--- src/rtl/countdown_timer.sv ---
// MM:SS countdown/count-up timer with pushbutton control and 7-segment output.
// Digits are BCD registers advanced by a one-second prescaler tick.
module countdown_timer #(
    parameter int TICK_CYCLES    = 50000000,
    parameter int MAX_MIN        = 59,
    parameter bit HEX_ACTIVE_LOW = 1'b1
) (
    input  logic        CLOCK_50,
    input  logic        RESET_N,
    input  logic [2:0]  KEY,
    input  logic [15:0] SW,
    output logic        MODE_DOWN,
    output logic        ALARM,
    output logic [0:6]  HEX0,
    output logic [0:6]  HEX1,
    output logic [0:6]  HEX2,
    output logic [0:6]  HEX3
);

    localparam int PW = (TICK_CYCLES > 2) ? $clog2(TICK_CYCLES) : 1;
    localparam logic [PW-1:0] LAST  = PW'(TICK_CYCLES - 1);
    localparam logic [3:0]    MAX_T = 4'(MAX_MIN / 10);
    localparam logic [3:0]    MAX_U = 4'(MAX_MIN % 10);
    localparam logic [6:0]    MAX_V = 7'(MAX_MIN);

    typedef enum logic [1:0] {IDLE, RUN, PAUSE, DONE} state_t;

    state_t        state;
    logic [2:0]    sync1, sync2, sync3, press;
    logic          clr, start, mode;
    logic [PW-1:0] presc;
    logic          blank, hide, wrap, tick;
    logic          at_zero, at_one;
    logic [3:0]    sec_u, sec_t, min_u, min_t;
    logic [3:0]    cs_u, cs_t, cm_u, cm_t;
    logic [3:0]    ld_su, ld_st, ld_mu, ld_mt;
    logic [3:0]    nx_su, nx_st, nx_mu, nx_mt;
    logic [6:0]    cm_v;

    // Falling edge of the synchronised pin; clear beats start beats mode.
    assign press   = sync3 & ~sync2;
    assign clr     = press[1];
    assign start   = press[0] & ~press[1];
    assign mode    = press[2] & ~press[1] & ~press[0];
    assign wrap    = (presc == LAST);
    assign tick    = (state == RUN) && wrap;
    assign at_zero = ({min_t, min_u, sec_t, sec_u} == 16'h0000);
    assign at_one  = ({min_t, min_u, sec_t, sec_u} == 16'h0001);
    assign hide    = (state == DONE) && blank;

    always_comb begin
        cs_u = (SW[3:0] > 4'd9) ? 4'd9 : SW[3:0];
        cs_t = (SW[7:4] > 4'd5) ? 4'd5 : SW[7:4];
        cm_u = (SW[11:8] > 4'd9) ? 4'd9 : SW[11:8];
        cm_t = (SW[15:12] > 4'd9) ? 4'd9 : SW[15:12];
        cm_v = 7'(cm_t) * 7'd10 + 7'(cm_u);
        if (cm_v > MAX_V) begin
            cm_t = MAX_T;
            cm_u = MAX_U;
        end
        ld_su = MODE_DOWN ? cs_u : 4'd0;
        ld_st = MODE_DOWN ? cs_t : 4'd0;
        ld_mu = MODE_DOWN ? cm_u : 4'd0;
        ld_mt = MODE_DOWN ? cm_t : 4'd0;
    end

    always_comb begin
        nx_su = sec_u;
        nx_st = sec_t;
        nx_mu = min_u;
        nx_mt = min_t;
        if (MODE_DOWN) begin
            if (sec_u != 4'd0) begin
                nx_su = sec_u - 4'd1;
            end else begin
                nx_su = 4'd9;
                if (sec_t != 4'd0) begin
                    nx_st = sec_t - 4'd1;
                end else begin
                    nx_st = 4'd5;
                    if (min_u != 4'd0) begin
                        nx_mu = min_u - 4'd1;
                    end else begin
                        nx_mu = 4'd9;
                        nx_mt = min_t - 4'd1;
                    end
                end
            end
        end else begin
            if (sec_u != 4'd9) begin
                nx_su = sec_u + 4'd1;
            end else begin
                nx_su = 4'd0;
                if (sec_t != 4'd5) begin
                    nx_st = sec_t + 4'd1;
                end else begin
                    nx_st = 4'd0;
                    if (min_t == MAX_T && min_u == MAX_U) begin
                        nx_mu = 4'd0;
                        nx_mt = 4'd0;
                    end else if (min_u != 4'd9) begin
                        nx_mu = min_u + 4'd1;
                    end else begin
                        nx_mu = 4'd0;
                        nx_mt = min_t + 4'd1;
                    end
                end
            end
        end
    end

    always_ff @(posedge CLOCK_50 or negedge RESET_N) begin
        if (!RESET_N) begin
            state     <= IDLE;
            MODE_DOWN <= 1'b0;
            ALARM     <= 1'b0;
            sync1     <= 3'b111;
            sync2     <= 3'b111;
            sync3     <= 3'b111;
            presc     <= '0;
            blank     <= 1'b0;
            sec_u     <= 4'd0;
            sec_t     <= 4'd0;
            min_u     <= 4'd0;
            min_t     <= 4'd0;
        end else begin
            sync1 <= KEY;
            sync2 <= sync1;
            sync3 <= sync2;
            unique case (state)
                IDLE: begin
                    presc <= '0;
                    blank <= 1'b0;
                    if (clr) begin
                        sec_u <= ld_su;
                        sec_t <= ld_st;
                        min_u <= ld_mu;
                        min_t <= ld_mt;
                    end else if (start) begin
                        if (MODE_DOWN && at_zero) begin
                            state <= DONE;
                            ALARM <= 1'b1;
                        end else begin
                            state <= RUN;
                        end
                    end else if (mode) begin
                        MODE_DOWN <= ~MODE_DOWN;
                    end
                end
                RUN: begin
                    if (clr) begin
                        state <= IDLE;
                        presc <= '0;
                        sec_u <= ld_su;
                        sec_t <= ld_st;
                        min_u <= ld_mu;
                        min_t <= ld_mt;
                    end else begin
                        presc <= wrap ? '0 : presc + PW'(1);
                        if (tick) begin
                            sec_u <= nx_su;
                            sec_t <= nx_st;
                            min_u <= nx_mu;
                            min_t <= nx_mt;
                        end
                        // Reaching zero wins over a simultaneous pause.
                        if (tick && MODE_DOWN && at_one) begin
                            state <= DONE;
                            ALARM <= 1'b1;
                            blank <= 1'b0;
                        end else if (start) begin
                            state <= PAUSE;
                        end
                    end
                end
                PAUSE: begin
                    if (clr) begin
                        state <= IDLE;
                        presc <= '0;
                        sec_u <= ld_su;
                        sec_t <= ld_st;
                        min_u <= ld_mu;
                        min_t <= ld_mt;
                    end else if (start) begin
                        state <= RUN;
                    end
                end
                DONE: begin
                    if (clr || start) begin
                        state <= IDLE;
                        ALARM <= 1'b0;
                        blank <= 1'b0;
                        presc <= '0;
                        sec_u <= ld_su;
                        sec_t <= ld_st;
                        min_u <= ld_mu;
                        min_t <= ld_mt;
                    end else begin
                        presc <= wrap ? '0 : presc + PW'(1);
                        if (wrap) blank <= ~blank;
                    end
                end
            endcase
        end
    end

    function automatic logic [0:6] seg7(input logic [3:0] d);
        case (d)
            4'd0:    return 7'b1111110;
            4'd1:    return 7'b0110000;
            4'd2:    return 7'b1101101;
            4'd3:    return 7'b1111001;
            4'd4:    return 7'b0110011;
            4'd5:    return 7'b1011011;
            4'd6:    return 7'b1011111;
            4'd7:    return 7'b1110000;
            4'd8:    return 7'b1111111;
            4'd9:    return 7'b1111011;
            default: return 7'b0000000;
        endcase
    endfunction

    function automatic logic [0:6] drive(input logic [3:0] d, input logic off);
        logic [0:6] s;
        s = off ? 7'b0000000 : seg7(d);
        return HEX_ACTIVE_LOW ? ~s : s;
    endfunction

    assign HEX0 = drive(sec_u, hide);
    assign HEX1 = drive(sec_t, hide);
    assign HEX2 = drive(min_u, hide);
    assign HEX3 = drive(min_t, hide);

endmodule

--- config.mk ---
export PLATFORM = sky130hd
export DESIGN_NAME = countdown_timer
export DESIGN_NICKNAME = d
export VERILOG_FILES = /design/src/rtl/countdown_timer.sv
export SDC_FILE = /design/constraint.sdc
export NUM_CORES = 1
export LEC_CHECK = 0
export ABC_AREA = 1
export CAP_MARGIN = 10
export CELL_PAD_IN_SITES_DETAIL_PLACEMENT = 0
export CELL_PAD_IN_SITES_GLOBAL_PLACEMENT = 1
export CORE_MARGIN = 3
export CORE_UTILIZATION = 45
export DETAILED_ROUTE_END_ITERATION = 8
export GPL_TIMING_DRIVEN = 1
export PLACE_DENSITY = 0.84
export SLEW_MARGIN = 20
export SYNTH_ARGS = -nofsm -noshare
export SYNTH_HDL_FRONTEND = slang
export SYNTH_SLANG_ARGS = --single-unit
export TNS_END_PERCENT = 5
--- constraint.sdc ---
create_clock -name CLOCK_50 -period 3.8 [get_ports CLOCK_50]
set_clock_uncertainty 0.15 [all_clocks]
set_input_delay 0.38 -clock CLOCK_50 [delete_from_list [all_inputs] [get_ports CLOCK_50]]
set_output_delay 0.38 -clock CLOCK_50 [all_outputs]
set_load 0.005 [all_outputs]
==> results of run 1 <==
cells in the final DEF (no fill, tap or decap), types with 5 or more instances in the layout:
cell type	Yosys	layout
dfrtp_1	47	47
nor2_4	5	5
nor3_1	15	15
nand2_1	177	177
inv_2	13	13
o21ai_0	41	41
inv_1	67	67
xnor2_1	6	6
clkdlybuf4s50_1	0	49
clkbuf_8	0	5
nor2_2	9	9
ha_1	30	30
or2_2	7	7
o211ai_1	5	5
o21ai_1	13	13
nand4_1	11	11
nor2_1	66	66
nand2_2	8	8
o22ai_1	7	7
nand3_1	52	52
xor2_1	19	19
a21oi_1	33	33
dfstp_2	9	9
path summary, 6_finish.rpt:
check | start | to
setup / recovery | state[0] | HEX3[3]
hold / removal | RESET_N | sec_t[3]
setup reg to reg | sync3[1] | sec_u[0]
hold reg to reg | sync2[2] | sync3[2]
max in group asynchronous | RESET_N | presc[17]
min in group CLOCK_50 | sync2[2] | sync3[2]
through the flow:
stage,hold slack [ps],std cells
final,-8.25,874
after global routing,55.6,874
after CTS,20.4,874
after detailed placement,198,866
after global placement,195,866
after floorplan,-65.6,690
cells in the mapped netlist, types with 4 or more instances:
cell type  instances  share of area
nand2_1          177           0.14
inv_1             67          0.053
nor2_1            66          0.052
nand3_1           52          0.054
dfrtp_1           47           0.25
o21ai_0           41          0.043
a21oi_1           33          0.035
ha_1              30          0.078
xor2_1            19          0.035
nor3_1            15          0.016
inv_2             13          0.010
o21ai_1           13          0.014
nand4_1           11          0.014
dfstp_2            9          0.049
nor2_2             9          0.012
nand2_2            8          0.010
o22ai_1            7         0.0091
or2_2              7         0.0091
buf_2              6         0.0063
xnor2_1            6          0.011
nor2_4             5          0.012
o211ai_1           5         0.0078
clkbuf_1           4         0.0031
nand2_4            4         0.0094
nand3_2            4         0.0084
o31ai_1            4         0.0063
worst max-delay path, delay by kind of cell (launching register included):
family / cells / cell delay, ps
AO/OA/AOI/OAI: 3 / 640
flip-flops: 1 / 480
buffers and inverters: 4 / 730
AND/OR/NAND/NOR: 2 / 380
area by class of cell:
cell class              instances  area [um^2]  area share
clock buffers                   5         68.8      0.0125
clock inverters                 3         26.3     0.00478
inverters                      84          323      0.0587
multi-input cells             538         2990       0.543
flip-flops and latches         56         1410       0.257
well taps                     136          170      0.0310
repair buffers                 52          510      0.0929
flip-flops by register name, indices dropped and copies added, names as in the netlist, 2 cells and up:
| signal | flops |
|---|---|
| sync2 | 3 |
| sync3 | 3 |
| state | 2 |
| sec_u | 4 |
| min_t | 4 |
| min_u | 4 |
| sec_t | 4 |
| presc | 26 |
| sync1 | 3 |
power breakdown:
part | internal (mW) | total, mW | switching, mW
registers | 0.705 | 0.894 | 0.190
clock network | 0.137 | 0.361 | 0.224
logic | 0.998 | 2.30 | 1.30
routing by layer:
layer	vias up	GRT usage
met2	119	0.370
met4	0	0.0667
met1	2178	0.287
met3	25	0.0272
met5	-	0
li1	2339	-
cells by family after synthesis:
group,count (synthesis),synth area share
flip-flops,56,0.295
XOR/XNOR,25,0.0458
other,1,0.000784
AO/OA/AOI/OAI,113,0.131
buffers and inverters,96,0.0808
adder cells (fa/ha/maj),32,0.0868
AND/OR/NAND/NOR,367,0.360
==> metrics.txt, run 1 <==
r2r setup slk=1380 ps; initial antenna violation count=0; transition time of the tightest slew-check pin=854 ps; pins over their slew limit=0; status=complete, but fails checks; Place WS=582 ps; RSZ-0062 raised after global routing=false; row count=37; Post-synth EDFFs=0; via/cell ratio=5.33; PD cells=646 nW/um^2; Resized cells post-CTS=0; Die Ht=109 um; Post-DRT Antenna Nets=0; number of clock sinks=56; synthesized net count=743; Leak=2.52 nW; Initial Util=0.464; hold_ws=-8.25 ps; Setup CP Type=reg -> out; Crit path top cell by count=inv_1; HP Class=in -> async; CP required=3270 ps; Vias=4661; failing checks=hold timing; Top Metal Used=met4; Finish-stage setup viols=0; Setup TNS Final=0 ps; worst-case reg-to-reg path depth=8; maximum vdd drop=0.296 mV; Clock Root Buffer=clkbuf_8; Fmax=323 MHz; Synth Warn #=0; Total Wirelength=12.6 mm; Mapped Area=4790 um^2; Syn Inst Count=690; Initial DRC Count=281; register area share after synthesis=0.295; CP max-delay cell=dfrtp_1; core area=10300 um^2; Post-layout nets=790; ys async rst share=1.00; Max transition margin=0.428; vias in the first global route=4319; routed length on met2=5.98 mm; top_reg_cell synth=dfrtp_1; met3 routed WL=644 um; Clock Pin Slew Worst Setup and Hold Paths=120 ps; design area=5500 um^2; Synth cell types=47; DIE WIDTH=109 um; # fillers=1043; diodes inserted=0; critical path startpoint category=register; synthesized flop and latch total=56; M1 WL=5.67 mm; GRT Overall Usage=0.217; hold-fix buffers at CTS=0; RD Place Congestion=0.899; Final Hold Viols=5; H-tree depth=2; final core utilization=0.533; first-pass GRT wire length=20.8 mm; CP Max Fanout=6; IO Count=51; Tmin final=3090 ps; Syn Area/Cell=6.94 um^2; Pre-Repair DR Iteration Count=5; Arr. time, crit path=2560 ps; clk_lat worst skew=330 ps; Post-DP Area=5400 um^2; Port Buffers=50; critical path capture point type=output pin; Die ar.=11900 um^2; Overflow after GRT=0; fraction of layout cells with a size suffix above 1=0.110; largest net degree at the start of global routing=38; slowest stage delay, CP=480 ps; Layout area overhead=14.9%; Cell Chain, Critical Path=nand2_1 -> inv_1 -> nand2_1 -> inv_1 -> a21oi_1 -> inv_1 -> a31oi_1 -> o31ai_1 -> clkdlybuf4s50_1; final period utilization=0.814; Routed WL per cell=14.4 um; CTS tree=built; total power=3.55 mW; Clock Tree Buf Depth=2; Post-DP HPWL=9.78 mm; max cap viols=0; CTS buffer count=5; post-CTS setup buffer count=0; final worst slack=708 ps; DRC violation count after routing=0
Note: power is estimated with default switching activity, not from simulation.
==> run 2: changes to the inputs <==
--- a/config.mk
+++ b/config.mk
@@ -10,10 +10,10 @@
 export CELL_PAD_IN_SITES_DETAIL_PLACEMENT = 0
 export CELL_PAD_IN_SITES_GLOBAL_PLACEMENT = 1
 export CORE_MARGIN = 3
-export CORE_UTILIZATION = 45
+export CORE_UTILIZATION = 42
 export DETAILED_ROUTE_END_ITERATION = 8
 export GPL_TIMING_DRIVEN = 1
-export PLACE_DENSITY = 0.84
+export PLACE_DENSITY = 0.79
 export SLEW_MARGIN = 20
 export SYNTH_ARGS = -nofsm -noshare
 export SYNTH_HDL_FRONTEND = slang
==> constraint.sdc (replaced) <==
create_clock -name CLOCK_50 -period 3 [get_ports CLOCK_50]
set_clock_uncertainty 0.15 [all_clocks]
set_input_delay 0.3 -clock CLOCK_50 [delete_from_list [all_inputs] [get_ports CLOCK_50]]
set_output_delay 0.3 -clock CLOCK_50 [all_outputs]
set_load 0.005 [all_outputs]
==> run 2 against run 1 <==
Net effect: the flow now finishes without violations; combinational power rose by 27%; critical path type unchanged; routed wire length fell by 1.4%; critical path depth did not move; hold slack improved by 220 ps; via count fell by 0.56%; register-to-register slack got worse by 670 ps; first-iteration DRC count rose by 5.7%.
==> metrics.txt, run 2 (same netlist as run 1, synthesis figures left out) <==
status=finished, final reports clean; Clock Pin Slew Worst Setup and Hold Paths=80 ps; Post-DRT Antenna Nets=0; CP Max Fanout=6; CP required=2550 ps; Post-layout nets=798; Comb pwr share=0.625; first-pass GRT wire length=21.1 mm; Die ar.=12700 um^2; r2r setup slk=710 ps; Leak=2.58 nW; met3 Resource Use GR=0.0332; clk_lat worst skew=300 ps; CTS tree=built; worst reg2reg path startpoint=sec_u[1]; Clock Root Buffer=clkbuf_16; vias in the first global route=4434; Routed WL per cell=14.0 um; final core utilization=0.513; Port Buffers=50; largest net degree at the start of global routing=53; Initial Util=0.436; final period utilization=0.939; Tmin final=2820 ps; # fillers=1105; Placed Cells=877; Max transition margin=0.648; worst-case reg-to-reg path depth=11; post-CTS setup buffer count=0; Seq pwr share=0.243; GRT Overall Usage=0.199; initial antenna violation count=0; M2 GR Usage=0.318; pins over their slew limit=0; Die Ht=113 um; max cap viols=0; diodes inserted=0; Largest Register=presc; Finish-stage setup viols=0; cell internal pwr=2.49 mW; Arr. time, crit path=2370 ps; NetSw=2.19 mW; RSZ-0062 raised after global routing=false; via/cell ratio=5.23; row count=38; transition time of the tightest slew-check pin=526 ps; Post-Layout Cell Count=886; Setup TNS Final=0 ps; Clock Tree Buf Depth=2; Pre-Repair DR Iteration Count=5; DRC violation count after routing=0; Largest register FFs=26; Place WS=-72.8 ps; clock power share=0.132; critical path capture point type=output pin; Setup CP Type=reg -> out; H-tree depth=2; most frequent cells in the layout=nand2_1, inv_1, nor2_1; number of clock sinks=56; HP Class=in -> async; PD cells=831 nW/um^2; Total Wirelength=12.4 mm; Overflow after GRT=0; GRT met1 Usage=0.287; final worst slack=182 ps; critical path startpoint category=register; Fmax=355 MHz; Final Hold Viols=0; RD Place Congestion=0.912; FF-to-FF End=min_u[0]; Vias=4635; Layout area overhead=17.8%; IO Count=51; Initial DRC Count=297; Sw Ratio=0.468; Post-DP HPWL=9.61 mm; fraction of layout cells with a size suffix above 1=0.119; core area=11000 um^2; total power=4.68 mW; DIE WIDTH=113 um; commonest non-fill, non-tap cell in the layout=nand2_1; maximum vdd drop=0.467 mV; most used routing layer=met2; CTS buffer count=5
run 2: changes by cell type in the layout (fill, tap and decap cells not counted), sizes merged:
cell,delta
clkinv,-1
dlygate4sd3,+1
clkinvlp,+1
buf,+7
run 2: worst max-delay path by stage:
stage	start	end	slack [ps]	depth (start not counted)
after floorplan	SW[13]	min_t[1]	640	14
after global placement	SW[15]	min_t[1]	30	15
after detailed placement	SW[13]	min_t[1]	-70	18
after CTS	state[0]	HEX3[3]	200	9
after global routing	state[0]	HEX3[3]	8	9
final	state[0]	HEX3[3]	180	9
run 2: repair_timing:
action                     4_1_cts  5_1_grt
setup endpoints to repair        0        2
gates resized for setup          0        1
hold endpoints to repair        47        0
hold buffers                     1        0
run 2: routing by layer:
layer / vias to the layer above / wire [um]
li1: 2354 / -
met1: 2161 / 6080
met2: 108 / 5640
met3: 12 / 524
met4: 0 / 161
met5: - / 0
run 2: power groups by stage:
stage	logic, mW	registers (mW)	clock network, mW
6_report	2.93	1.14	0.618
5_1_grt	3.28	1.17	0.672
4_1_cts	2.93	1.13	0.642
3_5_place_dp	2.92	1.15	0
3_3_place_gp	2.90	1.14	0
2_1_floorplan	1.88	1.03	0
run 2: through the flow:
| step | hold WS (ps) | instance area, um^2 |
|---|---|---|
| 6_report | 207 | 5640 |
| 5_1_grt | 207 | 5640 |
| 4_1_cts | 203 | 5630 |
| 3_5_place_dp | -1.53 | 5470 |
| 3_3_place_gp | -4.81 | 5470 |
| 2_1_floorplan | -146 | 4790 |
run 2: area by class of cell:
cell class	count	area, um^2	area share
Sequential cell	56	1410	0.251
Inverter	84	323	0.0573
Timing Repair Buffer	60	586	0.104
Clock buffer	5	125	0.0222
Tap cell	140	175	0.0311
Multi-Input combinational cell	538	2990	0.530
Clock inverter	3	25.0	0.00444
run 2: critical path: stages (launching register included):
cell,delay (ps)
dfrtp_1,470
nand2_1,150
inv_1,80
nand2_1,100
inv_1,90
a21oi_1,320
inv_1,80
a31oi_1,210
o31ai_1,110
clkdlybuf4s50_1,450
==> run 3: changes to the inputs <==
--- a/config.mk
+++ b/config.mk
@@ -5,15 +5,14 @@
 export SDC_FILE = /design/constraint.sdc
 export NUM_CORES = 1
 export LEC_CHECK = 0
-export ABC_AREA = 1
 export CAP_MARGIN = 10
 export CELL_PAD_IN_SITES_DETAIL_PLACEMENT = 0
 export CELL_PAD_IN_SITES_GLOBAL_PLACEMENT = 1
 export CORE_MARGIN = 3
-export CORE_UTILIZATION = 42
+export CORE_UTILIZATION = 43
 export DETAILED_ROUTE_END_ITERATION = 8
 export GPL_TIMING_DRIVEN = 1
-export PLACE_DENSITY = 0.79
+export PLACE_DENSITY = 0.78
 export SLEW_MARGIN = 20
 export SYNTH_ARGS = -nofsm -noshare
 export SYNTH_HDL_FRONTEND = slang
==> run 3 against run 2 <==
Net effect: via count decreased by 3.0%; critical path depth up 3; final cell count fell by 12%; register-to-register slack worse by 340 ps; clock power shrank 29%; synthesized cell count fell by 16%; first-iteration DRC count increased by 17%; non-clock buffer count up 30; sequential share of layout area rose by 0.21 points; critical endpoint is now min_u[0]; largest cell class unchanged.
==> metrics.txt, run 3 <==
HP Class=reg -> reg; CP required=3040 ps; Overflow after GRT=0; CTS tree=built; final core utilization=0.539; Fmax=346 MHz; IO Count=51; commonest non-fill, non-tap cell in the layout=o21ai_0; Mapped Area=4620 um^2; Tmin final=2890 ps; ys async rst share=1.00; row count=37; max cap viols=0; FF/Latch Area=1410 um^2; area leader, netlist=dfrtp_1; Post-DRT Antenna Nets=0; Post-layout nets=696; r2r setup slk=370 ps; most frequent cells in the layout=o21ai_0, clkdlybuf4s50_1, dfrtp_1; via/cell ratio=5.77; Largest Register=presc; Seq pwr share=0.262; Syn Area/Cell=8.01 um^2; number of clock sinks=56; Crit path depth=12; Buf/Inv on CP=1; worst-case reg-to-reg path depth=7; area of the multi-input gates=3000 um^2; status=finished, final reports clean; DRC violation count after routing=0; top cells by count, synth=o21ai_0, dfrtp_1, nand2_1; Total Wirelength=12.3 mm; first-pass GRT wire length=20.4 mm; cell internal pwr=2.54 mW; NetSw=1.92 mW; initial antenna violation count=0; vias in the first global route=4115; Synth Area in XOR/XNOR=0.0227; CTS buffer count=5; Synth Area in Compound Gates=0.265; Worst Setup SP=SW[14]; Comb pwr share=0.640; Synth Area in Adders=0.0899; Sw Ratio=0.430; Post-DP HPWL=9.37 mm; H-tree depth=2; Largest register FFs=26; CP top delay family=compound AO/OA/AOI/OAI gates; PD cells=797 nW/um^2; Initial Util=0.446; GRT Overall Usage=0.208; Clock Root Buffer=clkbuf_8; Arr. time, crit path=2930 ps; Crit path top cell by count=ha_1; Pre-Repair DR Iteration Count=4; FF-to-FF End=min_t[2]; CP Max Fanout=4; main combinational cell family by area after synthesis=compound AO/OA/AOI/OAI gates; simple-gate share of the synthesized area=0.249; Yosys top cell area share=0.254; Final Hold Viols=0; Clock Tree Buf Depth=2; Post-Layout Cell Count=779; diodes inserted=0; Cell Chain, Critical Path=clkdlybuf4s50_1 -> o21ai_0 -> nand2b_1 -> ha_1 -> ha_1 -> fa_1 -> xor2_2 -> a311oi_2 -> a221oi_2 -> nand2_1 -> a31oi_1 -> o32a_1; worst reg2reg path startpoint=presc[0]; DIE WIDTH=110 um; Area contributors post-synth=dfrtp_1, ha_1, o21ai_0; maximum vdd drop=0.422 mV; Setup CP Type=in -> reg; Place WS=-290 ps; Leak=2.38 nW; top_reg_cell synth=dfrtp_1; Layout area overhead=20.9%; Clock Pin Slew Worst Setup and Hold Paths=90 ps; Vias=4496; pins over their slew limit=0; Max transition margin=0.397; synthesized flop and latch total=56; register area share after synthesis=0.306; transition time of the tightest slew-check pin=905 ps; CP max-delay cell=clkdlybuf4s50_1; Die ar.=12000 um^2; Routed WL per cell=15.8 um; end of the critical path=min_u[0]; mux cell area share after synthesis=0.0154; fraction of layout cells with a size suffix above 1=0.118; final period utilization=0.962; critical path capture point type=register; Initial DRC Count=348; Placed Cells=771; Setup TNS Final=0 ps; clock power share=0.098; synthesized net count=630; Syn Inst Count=577; # fillers=984; Synth Warn #=0; RD Place Congestion=0.878; Post-synth EDFFs=0; Port Buffers=50; clk_lat worst skew=300 ps; Synth cell types=68; post-CTS setup buffer count=0; core area=10400 um^2; slowest stage delay, CP=410 ps; hold_ws=209 ps; final worst slack=113 ps; Finish-stage setup viols=0; Die Ht=110 um; largest net degree at the start of global routing=41; critical path startpoint category=primary input; count leader, synth=o21ai_0
run 3: layout make-up:
cell class / instances / share of cell area
well taps: 136 / 0.0304
inverters: 29 / 0.0195
flip-flops and latches: 56 / 0.253
clock buffers: 7 / 0.0172
repair buffers: 90 / 0.143
multi-input cells: 461 / 0.537
run 3: kinds of logic (layout without fill, tap and decap cells):
group	count (synthesis)	count (layout)
xor gates and xnor gates	12	12
buffers and inverters	60	126
and+or+nand+nor	217	217
adders and majority gates	32	32
muxes	7	7
other	1	1
DFF	56	56
AOI/OAI and AO/OA	192	192
run 3: per-stage QoR:
stage               total power, mW  area, um^2
floorplan                      2.76        4620
global placement               4.00        5450
detailed placement             4.01        5450
CTS                            4.46        5560
global route                   4.89        5590
finish                         4.46        5590
run 3: repair_timing:
item | in CTS | in global routing
endpoints found under the setup margin | 0 | 7
hold buffers | 1 | 0
gates resized for setup | 0 | 5
hold endpoints to repair | 26 | 0
run 3: per-layer routing:
metal | part of all wire | GRT usage | vias up | routed length, um
met5 | 0 | 0 | - | 0
li1 | - | - | 2234 | -
met4 | 0.0093 | 0.0365 | 0 | 115
met1 | 0.49 | 0.304 | 2143 | 6040
met3 | 0.043 | 0.0305 | 10 | 527
met2 | 0.46 | 0.331 | 109 | 5640
run 3: how the worst min path moves through the flow:
stage | startpoint | end | slack (ps) | cells after the start
floorplan | RESET_N | ALARM | -150 | 0
global placement | sync1[1] | sync2[1] | 200 | 0
detailed placement | sync1[2] | sync2[2] | 200 | 0
CTS | sync1[2] | sync2[2] | 210 | 0
global route | sync1[2] | sync2[2] | 210 | 0
finish | sync1[2] | sync2[2] | 210 | 0
run 3: power groups by stage:
| stage | Clock (mW) | Combinational [mW] | Sequential [mW] |
|---|---|---|---|
| detailed placement | 0 | 2.83 | 1.17 |
| floorplan | 0 | 1.71 | 1.05 |
| global placement | 0 | 2.82 | 1.18 |
| CTS | 0.455 | 2.85 | 1.16 |
| global route | 0.489 | 3.19 | 1.20 |
| finish | 0.436 | 2.85 | 1.17 |
run 3: worst reg2reg max path, delay by kind of cell, from the launching register on:
kind | cells | cell delay (ps)
AO/OA/AOI/OAI | 3 | 800
adder cells (fa/ha/maj) | 1 | 210
flip-flops | 1 | 410
AND/OR/NAND/NOR | 3 | 960
